<file path="config.mk">
export PLATFORM = sky130hd
export DESIGN_NAME = cv32e40p_rf_ecc_encoder
export DESIGN_NICKNAME = d
export VERILOG_FILES = /design/src/rtl/cv32e40p_rf_ecc_pkg.sv /design/src/rtl/cv32e40p_rf_ecc_skid.sv /design/src/rtl/cv32e40p_rf_ecc_encoder.sv
export SDC_FILE = /design/constraint.sdc
export NUM_CORES = 1
export LEC_CHECK = 0
export CAP_MARGIN = 0
export CORE_UTILIZATION = 46
export DETAILED_ROUTE_END_ITERATION = 7
export GPL_TIMING_DRIVEN = 0
export PLACE_DENSITY = 0.85
export REMOVE_ABC_BUFFERS = 1
export SYNTH_ARGS = -nofsm -noshare
export SYNTH_HDL_FRONTEND = slang
export SYNTH_SLANG_ARGS = --single-unit
</file>
<file path="constraint.sdc">
create_clock -name clk -period 1.6 [get_ports clk]
set_input_delay 0.16 -clock clk [delete_from_list [all_inputs] [get_ports clk]]
set_output_delay 0.16 -clock clk [all_outputs]
set_load 0.03 [all_outputs]
</file>
<file path="src/rtl/cv32e40p_rf_ecc_pkg.sv">
// Shared definitions for the ECC-protected register file: codeword geometry, buffer states
// and the Hamming SEC encode function used by both the write-side encoder and the read-side checker.
package cv32e40p_rf_ecc_pkg;

  localparam int DATA_W = 32;
  localparam int PAR_W  = 6;
  localparam int CW_W   = DATA_W + PAR_W;

  // Check bits live at power-of-two positions p=1,2,4,8,16,32 (cw index p-1).
  localparam logic [CW_W-1:0] PAR_MASK = 38'h00_8000_808B;

  typedef enum logic [1:0] {
    RF_ECC_EMPTY = 2'd0,
    RF_ECC_ONE   = 2'd1,
    RF_ECC_TWO   = 2'd2
  } rf_ecc_state_e;

  function automatic logic [CW_W-1:0] rf_ecc_encode(input logic [DATA_W-1:0] data);
    logic [CW_W-1:0] cw;
    logic            par;
    cw        = '0;
    cw[2]     = data[0];
    cw[6:4]   = data[3:1];
    cw[14:8]  = data[10:4];
    cw[30:16] = data[25:11];
    cw[37:32] = data[31:26];
    // Check slots are still zero here, so summing over every covered position is safe.
    for (int k = 0; k < PAR_W; k++) begin
      par = 1'b0;
      for (int p = 1; p <= CW_W; p++) begin
        if (((p >> k) & 1) != 0) begin
          par = par ^ cw[p-1];
        end
      end
      cw[(1 << k) - 1] = par;
    end
    return cw;
  endfunction

endpackage

</file>
<file path="src/rtl/cv32e40p_rf_ecc_skid.sv">
// Generic 2-entry valid/ready skid buffer; the output is always the oldest entry and is
// driven straight from a register, and in_ready depends only on the state register.
module cv32e40p_rf_ecc_skid
  import cv32e40p_rf_ecc_pkg::*;
#(
  parameter int WIDTH = 8
) (
  input  logic             clk,
  input  logic             rst_n,
  input  logic             in_valid,
  output logic             in_ready,
  input  logic [WIDTH-1:0] in_data,
  output logic             out_valid,
  input  logic             out_ready,
  output logic [WIDTH-1:0] out_data,
  output logic             busy
);

  rf_ecc_state_e    state_reg, state_next;
  logic [WIDTH-1:0] main_reg, skid_reg;
  logic             accept, drain;
  logic             load_main_in, load_main_skid, load_skid;

  assign in_ready  = (state_reg != RF_ECC_TWO);
  assign out_valid = (state_reg != RF_ECC_EMPTY);
  assign busy      = out_valid;
  assign out_data  = main_reg;
  assign accept    = in_valid & in_ready;
  assign drain     = out_valid & out_ready;

  always_ff @(posedge clk or negedge rst_n) begin
    if (!rst_n) begin
      state_reg <= RF_ECC_EMPTY;
    end else begin
      state_reg <= state_next;
    end
  end

  always_comb begin
    state_next     = state_reg;
    load_main_in   = 1'b0;
    load_main_skid = 1'b0;
    load_skid      = 1'b0;
    case (state_reg)
      RF_ECC_EMPTY: begin
        if (accept) begin
          state_next   = RF_ECC_ONE;
          load_main_in = 1'b1;
        end
      end
      RF_ECC_ONE: begin
        if (accept && !drain) begin
          state_next = RF_ECC_TWO;
          load_skid  = 1'b1;
        end else if (!accept && drain) begin
          state_next = RF_ECC_EMPTY;
        end else if (accept && drain) begin
          load_main_in = 1'b1;
        end
      end
      RF_ECC_TWO: begin
        if (drain) begin
          state_next     = RF_ECC_ONE;
          load_main_skid = 1'b1;
        end
      end
      default: state_next = RF_ECC_EMPTY;
    endcase
  end

  always_ff @(posedge clk or negedge rst_n) begin
    if (!rst_n) begin
      main_reg <= '0;
      skid_reg <= '0;
    end else begin
      if (load_main_in) begin
        main_reg <= in_data;
      end else if (load_main_skid) begin
        main_reg <= skid_reg;
      end
      if (load_skid) begin
        skid_reg <= in_data;
      end
    end
  end

endmodule

</file>
<file path="src/rtl/cv32e40p_rf_ecc_encoder.sv">
// Write-side Hamming SEC encoder feeding the RF write port through a 2-entry skid buffer.
// Optional fault injection is enabled by defining CV32E40P_RF_ECC_INJECT_EN.
module cv32e40p_rf_ecc_encoder
  import cv32e40p_rf_ecc_pkg::*;
#(
  parameter int ADDR_WIDTH = 6,
  parameter int CNT_WIDTH  = 16
) (
  input  logic                  clk,
  input  logic                  rst_n,
  input  logic                  req_valid_i,
  output logic                  req_ready_o,
  input  logic [ADDR_WIDTH-1:0] req_addr_i,
  input  logic [DATA_W-1:0]     req_data_i,
  output logic                  wr_valid_o,
  input  logic                  wr_ready_i,
  output logic [ADDR_WIDTH-1:0] wr_addr_o,
  output logic [CW_W-1:0]       wr_cw_o,
  output logic                  busy_o,
`ifdef CV32E40P_RF_ECC_INJECT_EN
  input  logic                  inj_en_i,
  input  logic [CW_W-1:0]       inj_mask_i,
  output logic [CNT_WIDTH-1:0]  inj_cnt_o,
`endif
  output logic [CNT_WIDTH-1:0]  enc_cnt_o
);

  localparam int PAYLOAD_W = ADDR_WIDTH + CW_W;

  logic [CW_W-1:0]      cw_enc, cw_store;
  logic [PAYLOAD_W-1:0] out_payload;
  logic [CNT_WIDTH-1:0] enc_cnt_reg;

  assign cw_enc = rf_ecc_encode(req_data_i);

  always_comb begin
    cw_store = cw_enc;
`ifdef CV32E40P_RF_ECC_INJECT_EN
    if (inj_en_i) begin
      cw_store = cw_enc ^ inj_mask_i;
    end
`endif
  end

  cv32e40p_rf_ecc_skid #(
    .WIDTH(PAYLOAD_W)
  ) u_skid (
    .clk      (clk),
    .rst_n    (rst_n),
    .in_valid (req_valid_i),
    .in_ready (req_ready_o),
    .in_data  ({req_addr_i, cw_store}),
    .out_valid(wr_valid_o),
    .out_ready(wr_ready_i),
    .out_data (out_payload),
    .busy     (busy_o)
  );

  assign {wr_addr_o, wr_cw_o} = out_payload;

  // Saturating delivery counter: holds at all-ones rather than wrapping.
  always_ff @(posedge clk or negedge rst_n) begin
    if (!rst_n) begin
      enc_cnt_reg <= '0;
    end else if (wr_valid_o && wr_ready_i && (enc_cnt_reg != '1)) begin
      enc_cnt_reg <= enc_cnt_reg + CNT_WIDTH'(1);
    end
  end

  assign enc_cnt_o = enc_cnt_reg;

`ifdef CV32E40P_RF_ECC_INJECT_EN
  logic [CNT_WIDTH-1:0] inj_cnt_reg;

  always_ff @(posedge clk or negedge rst_n) begin
    if (!rst_n) begin
      inj_cnt_reg <= '0;
    end else if (req_valid_i && req_ready_o && inj_en_i && (inj_cnt_reg != '1)) begin
      inj_cnt_reg <= inj_cnt_reg + CNT_WIDTH'(1);
    end
  end

  assign inj_cnt_o = inj_cnt_reg;
`endif

endmodule

</file>
# Word-level counts from Yosys, hierarchy flattened
# Cells that the tools add are included.
word_totals:
  elab_cells: 125
  out_inout_bits: 63
  regBits: 106
  input_bits: 42
op_classes:
  n_addsub: 1
  bitwise_logic: 86
  eq_ne: 7
  n_reduce_logical: 11
  n_mux: 16
ops:
  columns: ["cell", "n"]
  rows:
  - ["two-way mux 44 bit", 2]
  - ["bitwise XOR 1 bit", 84]
  - ["adder 16 x 1 -> 16 bit (second input constant)", 1]
  - ["!= test 16 bit (second input constant)", 1]
  - ["two-way mux 1 bit", 8]
  - ["two-way mux 2 bit", 4]
  - ["one-hot mux 2 bit (3 select lines)", 1]
  - ["logical AND 1 bit", 5]
  - ["!= test 2 x 1 -> 1 bit (second input constant)", 2]
  - ["nonzero test 2 bit", 2]
  - ["!= test 3 x 1 -> 1 bit (second input constant)", 1]
  - ["AND reduction 3 bit", 1]
  - ["bitwise AND 1 bit", 2]
  - ["equality test 2 x 1 -> 1 bit (second input constant)", 1]
  - ["equality test 2 bit (second input constant)", 1]
  - ["logical NOT 1 bit", 2]
  - ["logical NOT 2 bit", 1]
  - ["!= test 2 bit (second input constant)", 1]
  - ["one-hot mux 1 bit (2 select lines)", 1]

# Depth between registers and ports, before layout
# Gate-level depths: netlist (run 1).
depth:
  word_depth: 18
  depth_mapped: 7
  mapped_depth_nobuf: 6

# Cells and area by module
# A second synthesis (run 1) with hierarchy kept.
unflattened:
  hier_cells: 387
  hier_area_um2: 5348.9
modules_own_cells:
  columns: ["module", "n_inst", "cells_per_inst", "seq_area_each_um2", "area_each_um2"]
  rows:
  - ["cv32e40p_rf_ecc_skid", 1, 261, 2252.2, 3895.0]
  - ["cv32e40p_rf_ecc_encoder", 1, 126, 400.4, 1453.9]

# Least setup slack after synthesis (run 1)
# OpenSTA, ideal clock, no wires.
synth_path:
  path_type: "reg-to-reg"
  start: "register enc_cnt_reg[0], in the netlist enc_cnt_o[0]"
  end: "register enc_cnt_reg[14], in the netlist enc_cnt_o[14]"
  path_slack_ns: -0.247
  t_arrival_ns: 1.766
  path_stages_with_launch: 7
  path_cell_list: "dfrtp_1 > ha_1 > nand2_1 > nor4_2 > nand4_1 > nor3_1 > xor2_1"
synth_via:
  elab_chain_len: 2
  word_cells_on_any_way: 3
  cone_classes: "add/sub (1); eq/ne (1); reduce/logical (1)"
synth_lines:
  columns: ["element", "line_no", "source"]
  rows:
  - ["start: declaration", "cv32e40p_rf_ecc_encoder.sv:32", "logic [CNT_WIDTH-1:0] enc_cnt_reg;"]
  - ["start signal: assignment", "cv32e40p_rf_ecc_encoder.sv:66", "enc_cnt_reg <= enc_cnt_reg + CNT_WIDTH'(1);"]
  - ["branches (longest 2 deep; another with adder 16 x 1 -> 16 bit)", null, null]
# Several ways; the timed one is not identified.
# A chain may end at the register's enable or synchronous reset.

# Final worst setup path (run 1)
layout_path:
  start: "register enc_cnt_reg[8], in the netlist enc_cnt_o[8]"
  end: "register enc_cnt_reg[14], in the netlist enc_cnt_o[14]"
# Same word-level chain as after synthesis.

==> results.cfg, run 1 <==
[final_layout]
finalNetCount = 717
syn_to_final_growth_pct = 42.4
fillers = 766
design_area_um2 = 7070
drive_gt1_frac = 0.163
antenna_cells = 0

[cts]
cts.reportedPaths.clkPinSlew_ns = 0.12
cts_htree_levels = 3
clk_latency_ns = 0.38
cts_tree = built
cts_buffer_depth = 2
cts_made_buffers = 9
cts_sinks = 106
cts_root_buffer = clkbuf_8

[placement]
place_congestion = 0.760
dp_hpwl_um = 8270
place_ws_ns = -0.971
dpl_cell_area_um2 = 6210
portBuffers = 104

[logic_synthesis]
synthArstFlopShare = 1.00
yosys_warnings = 0
synth.avg_cell_area_um2 = 9.36
ys_types = 35
netlist_instances = 530
ys_ff_latch = 106
synth_edf_count = 0
synth-main-ff-cell = dfrtp_1
syn-cell-area_um2 = 4960
ys_seq_area_frac = 0.535

[power_and_ir_drop]
power.density_nw_per_um2 = 1450
total_leakage_power_nw = 3.70
ir_drop_mv = 0.910
p_total_mw = 10.3

[outcome]
status = finished with violations
failed_checks = negative setup slack

[timing]
tns_ns = -0.209
hold_viol_final = 0
finalCritPeriodShare = 1.04
layout_setup_ws_ns = -0.0679
slew_headroom = 0.574
drv_slew = 0
rsz0062_at_grt = true
period_needed_ns = 1.67
setup_viol_count_final = 5
whs_ns = 0.0733
timing.fmax_mhz = 600
fin_worst_skew_ns = 0.0149
tightest_slew_ns = 0.639

[min_path]
min_path_type = in -> reg

[detailed_routing]
vias = 4340
drt_iter0_drc = 275
drc = 0
postRouteAntennaNets = 0
viasPerCell = 5.33
dr.pass1.iters = 5
wl_met1_um = 5720
wl_um = 13900
wire_per_inst_um = 17.1
wl_met2_um = 7050
dr_wl_met3_um = 963
routed.top_layer = met4

[grt]
grtUsageTotal = 0.253
grt_pass1_vias = 4338
grt_pass1_wl_um = 21900
grt_max_degree = 59
grt_overflow = 0
antenna_found_initial = 0

[critical_path]
critPathMaxStageDelay_ns = 0.45
crit_type = reg -> reg
end_kind = flop
slowest_stage = dfrtp_1
path_cells = nand2_1 -> nor4_4 -> nand4_1 -> nor3_2 -> xor2_1
cp_max_fo = 4
worst_ep_arrival_time_ns = 1.97
critical_path.top_delay_family = simple AND/OR/NAND/NOR gates
critical_path_buf_inv_count = 0
start_kind = flop
critical_path_required_ns = 1.90

[die]
io_pins = 105
die_x_um = 106
fp-row-count = 37
start_util = 0.478
core_um2 = 10400
dieArea_um2 = 11200
die_h_um = 106

[run]
drv_cap = 0
==> worst min-delay path, cell delays in order <==
cell	delay (ns)
dlymetal6s2s_1	0.16
nand2_1	0.07
nand2_1	0.04
==> placed cells by master, fill, tap and decap left out, drive strengths merged <==
master	netlist	final
buf	4	52
a211o	1	1
bufinv	0	1
dlygate4sd3	0	1
nor2	37	40
mux2	1	1
dlymetal6s2s	0	34
nor2b	2	2
o22ai	1	1
nand2	167	167
ha	1	1
dfrtp	106	106
xnor2	49	49
a21boi	1	1
clkinvlp	0	1
clkdlybuf4s50	0	36
and3	2	2
and4	2	2
xor2	9	9
inv	3	6
nand4	2	2
o21ai	53	53
nand2b	2	2
clkdlybuf4s15	0	1
nand3	5	5
a22oi	6	6
clkbuf	21	10
a21oi	32	32
clkinv	0	1
xnor3	6	6
nor4	1	1
dlygate4sd2	0	30
xor3	1	1
or2	2	2
bufbuf	0	1
o2111a	1	1
nor3	2	2
mux2i	10	10
==> path summary, 6_finish.rpt <==
| path | start | to | slack, ns | cells after the start |
|---|---|---|---|---|
| max in group asynchronous | rst_n | u_skid.out_data[19]$_DFFE_PN0P_ | 0.57 | 3 |
| worst max-delay path | enc_cnt_o[8]$_DFFE_PN0P_ | enc_cnt_o[14]$_DFFE_PN0P_ | -0.07 | 5 |
| min in group asynchronous | rst_n | enc_cnt_o[11]$_DFFE_PN0P_ | 0.34 | 2 |
| worst max register to register | enc_cnt_o[8]$_DFFE_PN0P_ | enc_cnt_o[14]$_DFFE_PN0P_ | -0.07 | 5 |
| worst min register to register | u_skid.skid_reg[42]$_DFFE_PN0P_ | u_skid.skid_reg[42]$_DFFE_PN0P_ | 0.49 | 2 |
| worst min-delay path | req_data_i[7] | u_skid.skid_reg[11]$_DFFE_PN0P_ | 0.07 | 3 |
==> through the flow <==
step	std cells	utilization
2_1_floorplan	505	-
3_3_place_gp	745	0.586
3_5_place_dp	750	0.599
4_1_cts	796	0.653
5_1_grt	815	0.681
6_report	815	0.681
==> report_power, final <==
part	switching [mW]	total, mW	internal (mW)
logic	2.48	4.39	1.91
registers	0.553	4.13	3.57
clock network	0.989	1.73	0.746
==> synth_stat cells (all sizes together) (2+ instances only) <==
library cell  number  share of area
nor2b              2         0.0025
o21ai             53          0.053
a21oi             32          0.032
buf                4         0.0043
a22oi              6         0.0091
nand3              5         0.0050
or2                2         0.0025
clkbuf            21          0.016
and4               2         0.0035
xor2               9          0.016
mux2i             10          0.020
nor2              37          0.028
nand2            167           0.13
xnor3              6          0.027
nand4              2         0.0025
nor3               2         0.0020
inv                3         0.0023
nand2b             2         0.0025
and3               2         0.0025
xnor2             49          0.088
dfrtp            106           0.53
==> timing repair <==
item / CTS / global route
setup endpoints to repair: 128 / 91
hold buffers: 1 / 0
gates resized for setup: 69 / 48
pin swaps: 20 / 11
setup buffers: 25 / 19
endpoints found under the hold margin: 48 / 0
gates cloned: 4 / 0
==> layer usage <==
metal | vias to the layer above | track usage
li1 | 2022 | -
met1 | 2150 | 0.331
met2 | 151 | 0.424
met3 | 17 | 0.0544
met4 | 0 | 0.0714
met5 | - | 0
==> logic make-up after synthesis <==
| family | after synthesis | share of synthesized area |
|---|---|---|
| AND/OR/NAND/NOR | 224 | 0.180 |
| adder cells (fa/ha/maj) | 1 | 0.00252 |
| AO/OA/AOI/OAI | 95 | 0.102 |
| XOR/XNOR | 65 | 0.136 |
| multiplexers | 11 | 0.0224 |
| flip-flops | 106 | 0.535 |
| buffers and inverters | 28 | 0.0224 |
==> final cells by class <==
| class | instances | area [um2] | share of cell area |
|---|---|---|---|
| well taps | 136 | 170 | 0.0241 |
| clock inverters | 6 | 72.6 | 0.0103 |
| clock buffers | 10 | 128 | 0.0181 |
| inverters | 3 | 11.3 | 0.00159 |
| multi-input cells | 399 | 2440 | 0.346 |
| repair buffers | 155 | 1590 | 0.224 |
| flip-flops and latches | 106 | 2660 | 0.376 |
Note: power is estimated with default switching activity, not from simulation.
==> run 2, diff against run 1 <==
--- a/config.mk
+++ b/config.mk
@@ -7,9 +7,12 @@
 export LEC_CHECK = 0
 export CAP_MARGIN = 0
 export CORE_UTILIZATION = 46
+export CTS_CLUSTER_SIZE = 10
 export DETAILED_ROUTE_END_ITERATION = 7
+export GPL_ROUTABILITY_DRIVEN = 0
 export GPL_TIMING_DRIVEN = 0
 export PLACE_DENSITY = 0.85
+export RECOVER_POWER = 100
 export REMOVE_ABC_BUFFERS = 1
 export SYNTH_ARGS = -nofsm -noshare
 export SYNTH_HDL_FRONTEND = slang
==> results.cfg, run 2 (synthesized netlist as in run 1, its figures left out) <==
[outcome]
status = finished with violations
failed_checks = negative setup slack

[timing]
setup_viol_count_final = 5
rsz0062_at_grt = true
drv_slew = 0
period_needed_ns = 1.67
layout_setup_ws_ns = -0.0711
tightest_slew_ns = 1.11
hold_viol_final = 0
tns_ns = -0.225
slew_headroom = 0.257
fin_worst_skew_ns = 0.0121
timing.fmax_mhz = 598
finalCritPeriodShare = 1.04

[cts]
cts_tree = built
cts_made_buffers = 9
cts_buffer_depth = 2
cts.reportedPaths.clkPinSlew_ns = 0.11
cts_htree_levels = 3
cts_sinks = 106
cts_root_buffer = clkbuf_8
clk_latency_ns = 0.38

[detailed_routing]
dr.pass1.iters = 5
vias = 4327
wl_um = 14000
dr_wl_met3_um = 940
wl_met1_um = 5810
viasPerCell = 5.31
postRouteAntennaNets = 0
wire_per_inst_um = 17.1
routed.top_layer = met4
wl_met2_um = 7010
drc = 0
drt_iter0_drc = 250

[power_and_ir_drop]
power_frac_seq = 0.413
power_switching_mw = 4.03
p_comb_frac = 0.414
total_leakage_power_nw = 3.29
internal-power_mw = 5.98
switching_share = 0.403
clkPwrFrac = 0.172
ir_drop_mv = 0.909
p_total_mw = 10.0
power.density_nw_per_um2 = 1470

[placement]
dpl_cell_area_um2 = 6210
dpl.cell_count = 750
portBuffers = 104
dp_hpwl_um = 8270

[die]
core_um2 = 10400
die_x_um = 106
die_h_um = 106
io_pins = 105
fp-row-count = 37
start_util = 0.478
dieArea_um2 = 11200

[final_layout]
syn_to_final_growth_pct = 37.5
drive_gt1_frac = 0.163
design_area_um2 = 6820
final_cells = 815
antenna_cells = 0
fin_util = 0.658
layout_commonest_cell = nand2_1
final_cell_mix = 164 x nand2_1, 103 x dfrtp_1, 50 x o21ai_1
finalNetCount = 717

[critical_path]
crit_type = reg -> reg
worst_ep_arrival_time_ns = 1.97
end_kind = flop
critical_path_required_ns = 1.90
cp_max_fo = 4
start_kind = flop

[run]
drv_cap = 0

[min_path]
min_path_type = in -> reg

[grt]
grt_overflow = 0
grt_pass1_vias = 4338
grt_pass1_wl_um = 21900
antenna_found_initial = 0
grt_max_degree = 59
grtUsageTotal = 0.253
[run 2: cell count changes in the layout (fill, tap and decap cells not counted), sizes merged]
cell / before / now
dlymetal6s2s: 34 / 7
clkbuf: 10 / 37
[run 2: path summary, 6_finish.rpt]
| kind | start | to | slack [ns] | cells past startpoint |
|---|---|---|---|---|
| setup reg to reg | enc_cnt_o[8]$_DFFE_PN0P_ | enc_cnt_o[14]$_DFFE_PN0P_ | -0.07 | 5 |
| hold / removal | req_data_i[7] | u_skid.skid_reg[11]$_DFFE_PN0P_ | 0.08 | 3 |
| max in group asynchronous | rst_n | u_skid.out_data[37]$_DFFE_PN0P_ | 0.20 | 3 |
| hold reg to reg | u_skid.skid_reg[42]$_DFFE_PN0P_ | u_skid.skid_reg[42]$_DFFE_PN0P_ | 0.49 | 2 |
| setup / recovery | enc_cnt_o[8]$_DFFE_PN0P_ | enc_cnt_o[14]$_DFFE_PN0P_ | -0.07 | 5 |
| min in group asynchronous | rst_n | enc_cnt_o[11]$_DFFE_PN0P_ | 0.54 | 2 |
[run 2: timing repair]
action / 4_1_cts / 5_1_grt
endpoints found under the hold margin: 48 / 0
gates resized for setup: 69 / 48
hold buffers: 1 / 0
setup endpoints to repair: 128 / 91
setup buffers: 25 / 19
cloned: 4 / 0
pin swaps: 20 / 11
[run 2: through the flow]
| step | worst slack, ns | hold WS (ns) |
|---|---|---|
| floorplan | -2.32 | -0.136 |
| finish | -0.0711 | 0.0762 |
| CTS | -0.0213 | 0.209 |
| global placement | -4.86 | 0.457 |
| global route | -0.148 | 0.0853 |
| detailed placement | -0.971 | 0.227 |
[run 2: critical path: stages, from the launching register on]
cell,delay (ns)
dfrtp_1,0.46
nand2_1,0.12
nor4_4,0.38
nand4_1,0.24
nor3_2,0.24
xor2_1,0.16
[run 2: power by group through the flow]
stage	clock, mW	sequential (mW)	combinational, mW
floorplan	0	4.97	1.54
global placement	0	4.12	3.86
detailed placement	0	4.18	4.02
CTS	1.73	4.12	4.18
global route	1.84	4.23	4.47
finish	1.73	4.13	4.15
[run 2: metal layers]
metal,track usage,vias up
li1,-,2025
met1,0.331,2138
met2,0.424,146
met3,0.0544,18
met4,0.0714,0
met5,0,-
[run 2: cell type report]
| type | instances | area [um2] |
|---|---|---|
| clock inverter | 6 | 72.6 |
| timing repair buffer | 155 | 1340 |
| clock buffer | 10 | 128 |
| sequential | 106 | 2660 |
| multi-input combinational | 399 | 2440 |
| inverter | 3 | 11.3 |
| tap | 136 | 170 |
| fill | 802 | 3550 |
